<file path="src/rtl/systolic_pkg.sv">
// Shared types and phase-length helpers for the systolic array sequencer.
package systolic_pkg;

   typedef enum logic [2:0] {
      IDLE   = 3'd0,
      LOAD_W = 3'd1,
      FEED   = 3'd2,
      DRAIN  = 3'd3,
      DONE   = 3'd4
   } seq_state_t;

   localparam int unsigned DIM_DEFAULT    = 8;
   localparam int unsigned ROWS_W_DEFAULT = 8;

   // Weight preload takes one cycle per array row.
   function automatic int unsigned load_cycles(input int unsigned dim);
      return dim;
   endfunction

   // Drain must flush the skewed wavefront across both array dimensions.
   function automatic int unsigned drain_cycles(input int unsigned dim);
      return 2 * dim - 1;
   endfunction

   function automatic int unsigned phase_w(input int unsigned dim);
      return $clog2(2 * dim);
   endfunction

endpackage

</file>
<file path="src/rtl/flex_counter.sv">
// Clearable up-counter that returns to zero after reaching rollover_val.
module flex_counter #(
   parameter int unsigned SIZE = 4
) (
   input  logic            clk,
   input  logic            n_rst,
   input  logic            clear,
   input  logic            count_enable,
   input  logic [SIZE-1:0] rollover_val,
   output logic [SIZE-1:0] count_out
);

   always_ff @(posedge clk) begin
      if (!n_rst) begin
         count_out <= '0;
      end else if (clear) begin
         count_out <= '0;
      end else if (count_enable) begin
         if (count_out == rollover_val) count_out <= '0;
         else                           count_out <= count_out + SIZE'(1);
      end
   end

endmodule

</file>
<file path="src/rtl/systolic_sequencer.sv">
// Tile-operation controller: weight preload, activation feed, pipeline drain, done.
module systolic_sequencer
   import systolic_pkg::*;
#(
   parameter int unsigned DIM    = DIM_DEFAULT,
   parameter int unsigned ROWS_W = ROWS_W_DEFAULT
) (
   input  logic              clk,
   input  logic              n_rst,
   input  logic              start,
   input  logic [ROWS_W-1:0] num_rows,
   input  logic              stall,
   input  logic              abort,
   output logic              weight_load,
   output logic              input_valid,
   output logic              drain,
   output logic              busy,
   output logic              done,
   output logic              err
);

   localparam int unsigned PH_W = phase_w(DIM);
   localparam logic [PH_W-1:0] LOAD_LAST  = PH_W'(load_cycles(DIM) - 1);
   localparam logic [PH_W-1:0] DRAIN_LAST = PH_W'(drain_cycles(DIM) - 1);

   seq_state_t        state;
   seq_state_t        next_state;
   logic [ROWS_W-1:0] row_cnt;
   logic [ROWS_W-1:0] rows_q;
   logic [PH_W-1:0]   phase_cnt;
   logic [PH_W-1:0]   phase_roll_val;
   logic              phase_en;
   logic              phase_clear;
   logic              phase_last_c;
   logic              err_d;

   assign phase_last_c = (phase_cnt == phase_roll_val);
   assign phase_clear  = (next_state != state);

   flex_counter #(.SIZE(PH_W)) u_phase_cnt (
      .clk          (clk),
      .n_rst        (n_rst),
      .clear        (phase_clear),
      .count_enable (phase_en),
      .rollover_val (phase_roll_val),
      .count_out    (phase_cnt)
   );

   // State, row counter, latched row count and registered error pulse.
   always_ff @(posedge clk) begin
      if (!n_rst) begin
         state   <= IDLE;
         row_cnt <= '0;
         rows_q  <= '0;
         err     <= 1'b0;
      end else begin
         state <= next_state;
         err   <= err_d;
         if (next_state != state)                row_cnt <= '0;
         else if (state == FEED && input_valid)  row_cnt <= row_cnt + ROWS_W'(1);
         if (state == IDLE && start && !abort && num_rows != '0) rows_q <= num_rows;
      end
   end

   always_comb begin
      next_state     = state;
      err_d          = 1'b0;
      weight_load    = 1'b0;
      input_valid    = 1'b0;
      drain          = 1'b0;
      busy           = 1'b1;
      done           = 1'b0;
      phase_en       = 1'b0;
      phase_roll_val = '0;
      case (state)
         IDLE: begin
            busy = 1'b0;
            if (start) begin
               if (num_rows == '0) err_d      = 1'b1;
               else                next_state = LOAD_W;
            end
         end
         LOAD_W: begin
            weight_load    = 1'b1;
            phase_en       = 1'b1;
            phase_roll_val = LOAD_LAST;
            err_d          = start;
            if (phase_last_c) next_state = FEED;
         end
         FEED: begin
            input_valid = !stall;
            err_d       = start;
            // Compare against count-1 so a full 2^ROWS_W-1 row tile never wraps.
            if (!stall && row_cnt == rows_q - ROWS_W'(1)) next_state = DRAIN;
         end
         DRAIN: begin
            drain          = 1'b1;
            phase_en       = 1'b1;
            phase_roll_val = DRAIN_LAST;
            err_d          = start;
            if (phase_last_c) next_state = DONE;
         end
         DONE: begin
            done       = 1'b1;
            next_state = IDLE;
         end
         default: begin
            busy       = 1'b0;
            next_state = IDLE;
         end
      endcase
      if (abort) begin
         next_state = IDLE;
         err_d      = 1'b0;
      end
   end

endmodule

</file>
<file path="config.mk">
export PLATFORM = sky130hd
export DESIGN_NAME = systolic_sequencer
export DESIGN_NICKNAME = d
export VERILOG_FILES = /design/src/rtl/systolic_pkg.sv /design/src/rtl/flex_counter.sv /design/src/rtl/systolic_sequencer.sv
export SDC_FILE = /design/constraint.sdc
export NUM_CORES = 1
export LEC_CHECK = 0
export CAP_MARGIN = 5
export CORE_MARGIN = 3
export CORE_UTILIZATION = 49
export DETAILED_ROUTE_END_ITERATION = 8
export HOLD_SLACK_MARGIN = 0.1
export PLACE_DENSITY = 0.75
export SLEW_MARGIN = 20
export SYNTH_ARGS = -nofsm -noshare
export SYNTH_HDL_FRONTEND = slang
export SYNTH_SLANG_ARGS = --single-unit
</file>
<file path="constraint.sdc">
create_clock -name clk -period 2.1 [get_ports clk]
set_input_delay 0.63 -clock clk [delete_from_list [all_inputs] [get_ports clk]]
set_output_delay 0.63 -clock clk [all_outputs]
set_load 0.05 [all_outputs]
</file>
Yosys cells after proc, flatten, opt, wreduce, memory -nomap -nowiden --
Cells that the tools add are included.
Cells by class: $add $sub $neg 3, reductions and logical operators 15, bitwise logic cells 1, muxes and demuxes 18, equality and inequality tests 7
Operators by type and width (number):
- $mux 3 | 6
- $pmux 3 s4 | 1
- $add 8x1->8 const B | 1
- $eq 8x8->1 | 1
- $logic_not 8->1 | 1
- $mux 1 | 8
- $pmux 4 s2 | 1
- $reduce_bool 8->1 | 1
- $sub 8x1->8 const B | 1
- $eq 3x2->1 const B | 2
- $reduce_or 2->1 | 3
- $logic_and 1x1->1 | 5
- $add 4x1->4 const B | 1
- $eq 4x4->1 | 1
- $mux 4 | 1
- $reduce_or 4->1 | 1
- $eq 3x1->1 const B | 1
- $eq 3x3->1 const B | 1
- $logic_not 3->1 | 1
- $ne 3x3->1 | 1
- $reduce_or 3->1 | 1
- $logic_not 1->1 | 2
- $pmux 1 s2 | 1
- $not 1->1 | 1
Storage, ports and cells: register bits 24, bits of input ports 13, output and inout bits 6, logic and storage cells 49

Logic depth before layout (Yosys ltp) --
depth after elaboration 8, mapped depth 8, depth with buffers taken out 7

Modules after synthesis --
From an unflattened synthesis, not the netlist that was laid out.
Second synthesis, totals: cells, all modules 180, area total of the unflattened synthesis 1544.0 um^2
Modules (own cells, without submodules):
- systolic_sequencer | sequential area each 400.4 um^2, cells an instance 156, area each 1306.3 um^2, instances 1
- flex_counter | sequential area each 80.1 um^2, cells an instance 24, area each 237.7 um^2, instances 1

Least setup slack after synthesis --
OpenSTA, ideal clock, no wires.
path kind input-to-reg, start point input stall, end point register row_cnt[1], setup slack -0.290 ns, setup time 0.138 ns, stages 5, data arrival time 2.253 ns, path through nor4b_4 -> nand4_2 -> nor4_2 -> buf_6 -> a211oi_1
Between the ends: word-level cells in the longest chain between the ends 7, elaborated cells on any way between the ends 9, classes of those cells 1 x eq/ne; 4 x mux; 4 x reduce/logical
RTL lines:
- from (decl) | line systolic_sequencer.sv:12 | input logic stall,
- $logic_not 1->1 * | line systolic_sequencer.sv:91, systolic_sequencer.sv:94
- $logic_and 1x1->1 | line systolic_sequencer.sv:94 | if (!stall && row_cnt == rows_q - ROWS_W'(1)) next_state = DRAIN;
- $mux 3 | line systolic_sequencer.sv:94
- $pmux 3 s4 | line systolic_sequencer.sv:75 | case (state)
- $mux 3 | line systolic_sequencer.sv:112 | if (abort) begin
- $ne 3x3->1 | line systolic_sequencer.sv:59 | if (next_state != state) row_cnt <= '0;
- $reduce_or 2->1 (no source line)
- to (signal assigned) | line systolic_sequencer.sv:60 | else if (state == FEED && input_valid) row_cnt <= row_cnt + ROWS_W'(1);
- to (decl) | line systolic_sequencer.sv:28 | logic [ROWS_W-1:0] row_cnt;
Mark *: on every way between the ends. The rest lies on a longest branch, timed or not. A chain may end at the register's enable or synchronous reset.

Final worst setup path --
start point input num_rows[0], end point register row_cnt[5]
Between the ends: word-level cells in the longest chain between the ends 7
RTL lines:
- from (decl) | line systolic_sequencer.sv:11 | input logic [ROWS_W-1:0] num_rows,
- $logic_not 8->1 | line systolic_sequencer.sv:79 | if (num_rows == '0) err_d = 1'b1;
- $mux 3 | line systolic_sequencer.sv:79
- $mux 3 | line systolic_sequencer.sv:78 | if (start) begin
- $pmux 3 s4 | line systolic_sequencer.sv:75
- $mux 3 | line systolic_sequencer.sv:112
- $ne 3x3->1 | line systolic_sequencer.sv:59
- $reduce_or 2->1 (no source line)
No other way between the ends.

==> impl.org <==
** Power and ir drop
- The worst-case IR drop observed on VDD is 415 uV.
- Sequential share of power :: 54.4%
- Summed over all nets, the switching power comes to around 250 uW.
- Power density cells :: 436 nW/um^2
- The share of total power dissipated in the clock network is 23.1%.
- The internal power of the cells totals about 630 uW.
- Gate power share :: 22.5%
- Of the total power, the share spent switching nets is 28.3%.
- Summing internal, switching and leakage power gives 878 uW.
- The analysis attributes to cell leakage a power of 0.000829 uW.

** Clock network
- Clock-pin slew was measured on the worst setup and hold paths at 0.12 ns.
- TritonCTS built the clock tree.
- Inserted Clock Buffers :: 3
- Library cell used as clock root buffer :: sky130_fd_sc_hd__clkbuf_4
- Clock Latency Late Sink :: 0.32 ns
- Number of H-tree levels :: 1
- CTS Buffer Depth :: 2
- After clock tree synthesis, the flow added hold-fix buffers numbering 0.
- Number of clock sinks :: 24

** Cells and area
- Count of nets after finishing :: 220
- The repair_antennas step left the layout with diodes totalling 0.
- Share of the core filled with cells :: 72.5%
- Layout area overhead :: 39.7%
- Share of final-layout standard cells stronger than drive strength 1 :: 29.7%
- The finished layout holds 233 standard cells, fillers aside.

** Setup path
- Max stage delay on crit path :: 0.43 ns
- At the worst endpoint, the required time is 2.34 ns.
- Counting buffers and inverters, the worst setup path is 8 cells deep.
- Together, buffers and inverters on the worst path number 3.
- Largest driver fanout on the critical path :: 6
- Data arrival time at the worst-slack endpoint :: ~2.3 ns
- The worst register-to-register path has a setup slack of 0.07 ns.
- Critical path's top delay family :: buffers and inverters
- The number of cells on the worst reg-to-reg path is 8.
- Kind of start point of the critical path :: input port
- Slowest cell on the critical path :: sky130_fd_sc_hd__clkdlybuf4s50_1
- Element type at the critical path end :: flop
- Cell Chain, Critical Path :: clkdlybuf4s50_1 -> nor4_2 -> buf_4 -> a2111oi_4 -> nor3b_2 -> nand3_2 -> buf_6 -> a211oi_1
- Worst reg2reg path startpoint :: rows_q[0]$_SDFFE_PN0P_
- The endpoint identified for the worst register-to-register timing path is state[0]$_SDFF_PN0_.
- The worst setup path is of the input port to flop kind.

** Global route
- Number of antenna violations at the first check in global routing :: 0
- The via count of the first global-routing pass came to 1292.
- Entering global routing, the biggest net connects 13 pins.
- Global routing used 21.2% of the available tracks.
- The first global-routing pass estimated 5640 microns of wire.
- GRT overflow :: 0

** Place
- OpenSTA, run right after detailed placement, puts the worst setup slack at -0.515 ns.
- The wire-length estimate of the detail-placed layout is 2600 microns.
- At the end of routability-driven placement, the weighted congestion stood at 0.874.
- The number of placed instances, taps included, is between 200 and 250.
- Count of port buffers added during placement :: 18

** Floorplan
- Area of the die :: 3630 sq um
- 19 I/O pins were placed.
- Overall die height :: 60.3 microns
- The total area inside the core boundary comes to 2780 sq um.
- The initial utilization of the core area, before any placement, comes to 51.9%.
- # rows :: 19
- The die is 60.3 microns wide.

** STA
- In the final timing run, aggregate negative setup slack is 0 ns.
- Maximum clock skew at final layout :: ~0.0016 ns
- Clock period minus worst slack :: 2.07 ns
- Worst setup slack after layout :: ~0.025 ns
- Hold violation total from the final report :: 0
- Normalized max-slew margin :: around 64%
- Transition time at the pin with the least slew margin :: 0.536 ns
- FMAX :: 482 MHz
- Setup repair after global routing could not meet its margin everywhere.
- After layout, the worst path uses 98.8% of the clock period.
- Final number of max-transition violations :: 0
- Setup violations remaining at the end of the flow were counted as 0.

** Yosys
- Library cell with the highest instance count after synthesis :: sky130_fd_sc_hd__dfxtp_1
- The largest total area in the synthesized netlist belongs to sky130_fd_sc_hd__dfxtp_1.
- EDFF count, synth :: 0
- Sequential cell area fraction in the yosys report :: around a third
- Post-synthesis register bit count :: 24
- Primary FF master, synth :: sky130_fd_sc_hd__dfxtp_1
- The top cell type by area accounts for 33.3% of the synthesized area.
- The synthesized netlist contains 45 unique library cells.
- Sorting the synthesized cells by area gives the leading types as sky130_fd_sc_hd__dfxtp_1, sky130_fd_sc_hd__xor2_1, sky130_fd_sc_hd__a211oi_1, sky130_fd_sc_hd__xnor2_1, sky130_fd_sc_hd__mux2i_1.
- In the synthesized netlist the async set-or-reset flop fraction comes to 0%.
- Leading post-synthesis cells by instance count :: sky130_fd_sc_hd__dfxtp_1, sky130_fd_sc_hd__nor2_1, sky130_fd_sc_hd__a211oi_1
- Synthesis handed over a netlist of about 160 instances.
- Yosys warning total :: 0
- Synthesized net count :: 177
- After synthesis the cells add up to 1440 sq um.
- Syn avg cell area :: 8.96 sq um

** Outcome
- The run finished with clean final reports.

** Min path
- Sink of the worst hold path :: rows_q[2]$_SDFFE_PN0P_
- The worst hold path passes through 2 cells.
- Hold Startpoint :: rows_q[2]$_SDFFE_PN0P_
- The min-delay analysis places its worst path in the category flop to flop.

** Route
- The detail route stage leaves a number of antenna-violating nets equal to 0.
- After detailed routing, the number of remaining DRC violations is 0.
- Summing over every cut layer, the via total after detailed routing is 1351.
- The first TritonRoute pass finished after 4 iterations.
- Drt initial violations :: 27
- Per-cell via count in the routed design :: 5.80
- Routed wire length :: 3620 microns
- Wire length per cell after detailed routing :: 15.5 microns

** Flow run
- Maxcap violations :: 0
[worst min-delay path, cell delays in order (launching register included)]
cell,delay (ns)
sky130_fd_sc_hd__dfxtp_1,0.35
sky130_fd_sc_hd__mux2i_1,0.12
sky130_fd_sc_hd__nor2b_1,0.06
[cells in the final DEF, fill, tap and decap left out, types with 2 or more instances in the layout]
| master | count |
|---|---|
| sky130_fd_sc_hd__buf_6 | 3 |
| sky130_fd_sc_hd__buf_12 | 5 |
| sky130_fd_sc_hd__dfxtp_1 | 21 |
| sky130_fd_sc_hd__inv_1 | 3 |
| sky130_fd_sc_hd__a211oi_2 | 7 |
| sky130_fd_sc_hd__dlymetal6s2s_1 | 5 |
| sky130_fd_sc_hd__buf_4 | 25 |
| sky130_fd_sc_hd__nand4_1 | 4 |
| sky130_fd_sc_hd__a21oi_1 | 6 |
| sky130_fd_sc_hd__nor2_1 | 13 |
| sky130_fd_sc_hd__xor2_1 | 11 |
| sky130_fd_sc_hd__clkbuf_4 | 3 |
| sky130_fd_sc_hd__dfxtp_2 | 2 |
| sky130_fd_sc_hd__ha_1 | 3 |
| sky130_fd_sc_hd__clkdlybuf4s50_1 | 7 |
| sky130_fd_sc_hd__o21ai_0 | 2 |
| sky130_fd_sc_hd__nand3b_1 | 2 |
| sky130_fd_sc_hd__nand3_1 | 4 |
| sky130_fd_sc_hd__nand2_1 | 8 |
| sky130_fd_sc_hd__and3_1 | 2 |
| sky130_fd_sc_hd__xnor2_1 | 9 |
| sky130_fd_sc_hd__nor3_1 | 3 |
| sky130_fd_sc_hd__nand2b_1 | 4 |
| sky130_fd_sc_hd__a211oi_1 | 5 |
| sky130_fd_sc_hd__nor4_2 | 2 |
| sky130_fd_sc_hd__nor2b_1 | 8 |
| sky130_fd_sc_hd__mux2i_1 | 7 |
[flip-flops by register name (all words and copies together) (netlist names)]
signal / count
row_cnt: 8
rows_q: 8
state: 3
u_phase_cnt.count_out: 4
err: 1
[logic make-up (layout without fill, tap and decap cells)]
kind of cell	after synthesis	after routing	share of synthesized area, %
flops	24	24	33.3
xor+xnor	21	21	12.7
simple gates	65	65	27.3
buf+inv	11	52	4.34
compound gates	30	30	14.8
mux	7	7	4.86
fa+ha+maj	3	3	2.60
[layer usage]
layer / track usage (%) / part of all wire (%)
met1: 24.4 / 41
met2: 37.5 / 54
met3: 2.59 / 3.0
met4: 11.4 / 2.1
met5: 0 / 0
[metrics by stage]
stage,cell area (sq um),hold slack (ns)
after floorplan,1460,0.503
after global placement,1840,0.533
after detailed placement,1840,0.547
after CTS,1910,0.557
after global routing,2020,0.601
final,2020,0.563
[worst max-delay path by stage]
stage / start / endpoint / slack [ns]
3_3_place_gp: start / rows_q[3]$_SDFFE_PN0P_ / -0.45
5_1_grt: num_rows[0] / row_cnt[7]$_SDFFE_PP0P_ / -0.06
6_report: num_rows[0] / row_cnt[5]$_SDFFE_PP0P_ / 0.03
3_5_place_dp: start / rows_q[4]$_SDFFE_PN0P_ / -0.52
4_1_cts: num_rows[3] / u_phase_cnt.count_out[3]$_SDFFE_PP0N_ / -0.007
2_1_floorplan: stall / row_cnt[1]$_SDFFE_PP0P_ / -0.24
[power by group through the flow]
stage	Sequential (uW)	Combinational [uW]	Clock (uW)
after floorplan	484	104	0
after global placement	488	172	0
after detailed placement	488	180	0
after CTS	478	184	206
after global routing	479	213	233
final	477	198	203
[what timing repair did]
item                       CTS  global route
setup endpoints to repair   22            18
gates cloned                 1             1
hold endpoints to repair     0             0
buffers inserted             2             2
pin swaps                    2             3
resized for setup            8            24
[final cells by class]
type | count | area [sq um]
flip-flops and latches | 24 | 487
well taps | 31 | 38.8
inverters | 3 | 11.3
repair buffers | 46 | 463
clock buffers | 3 | 22.5
multi-input cells | 126 | 993
fillers | 200 | 766
No activity file was read; power rests on OpenSTA's default activity.
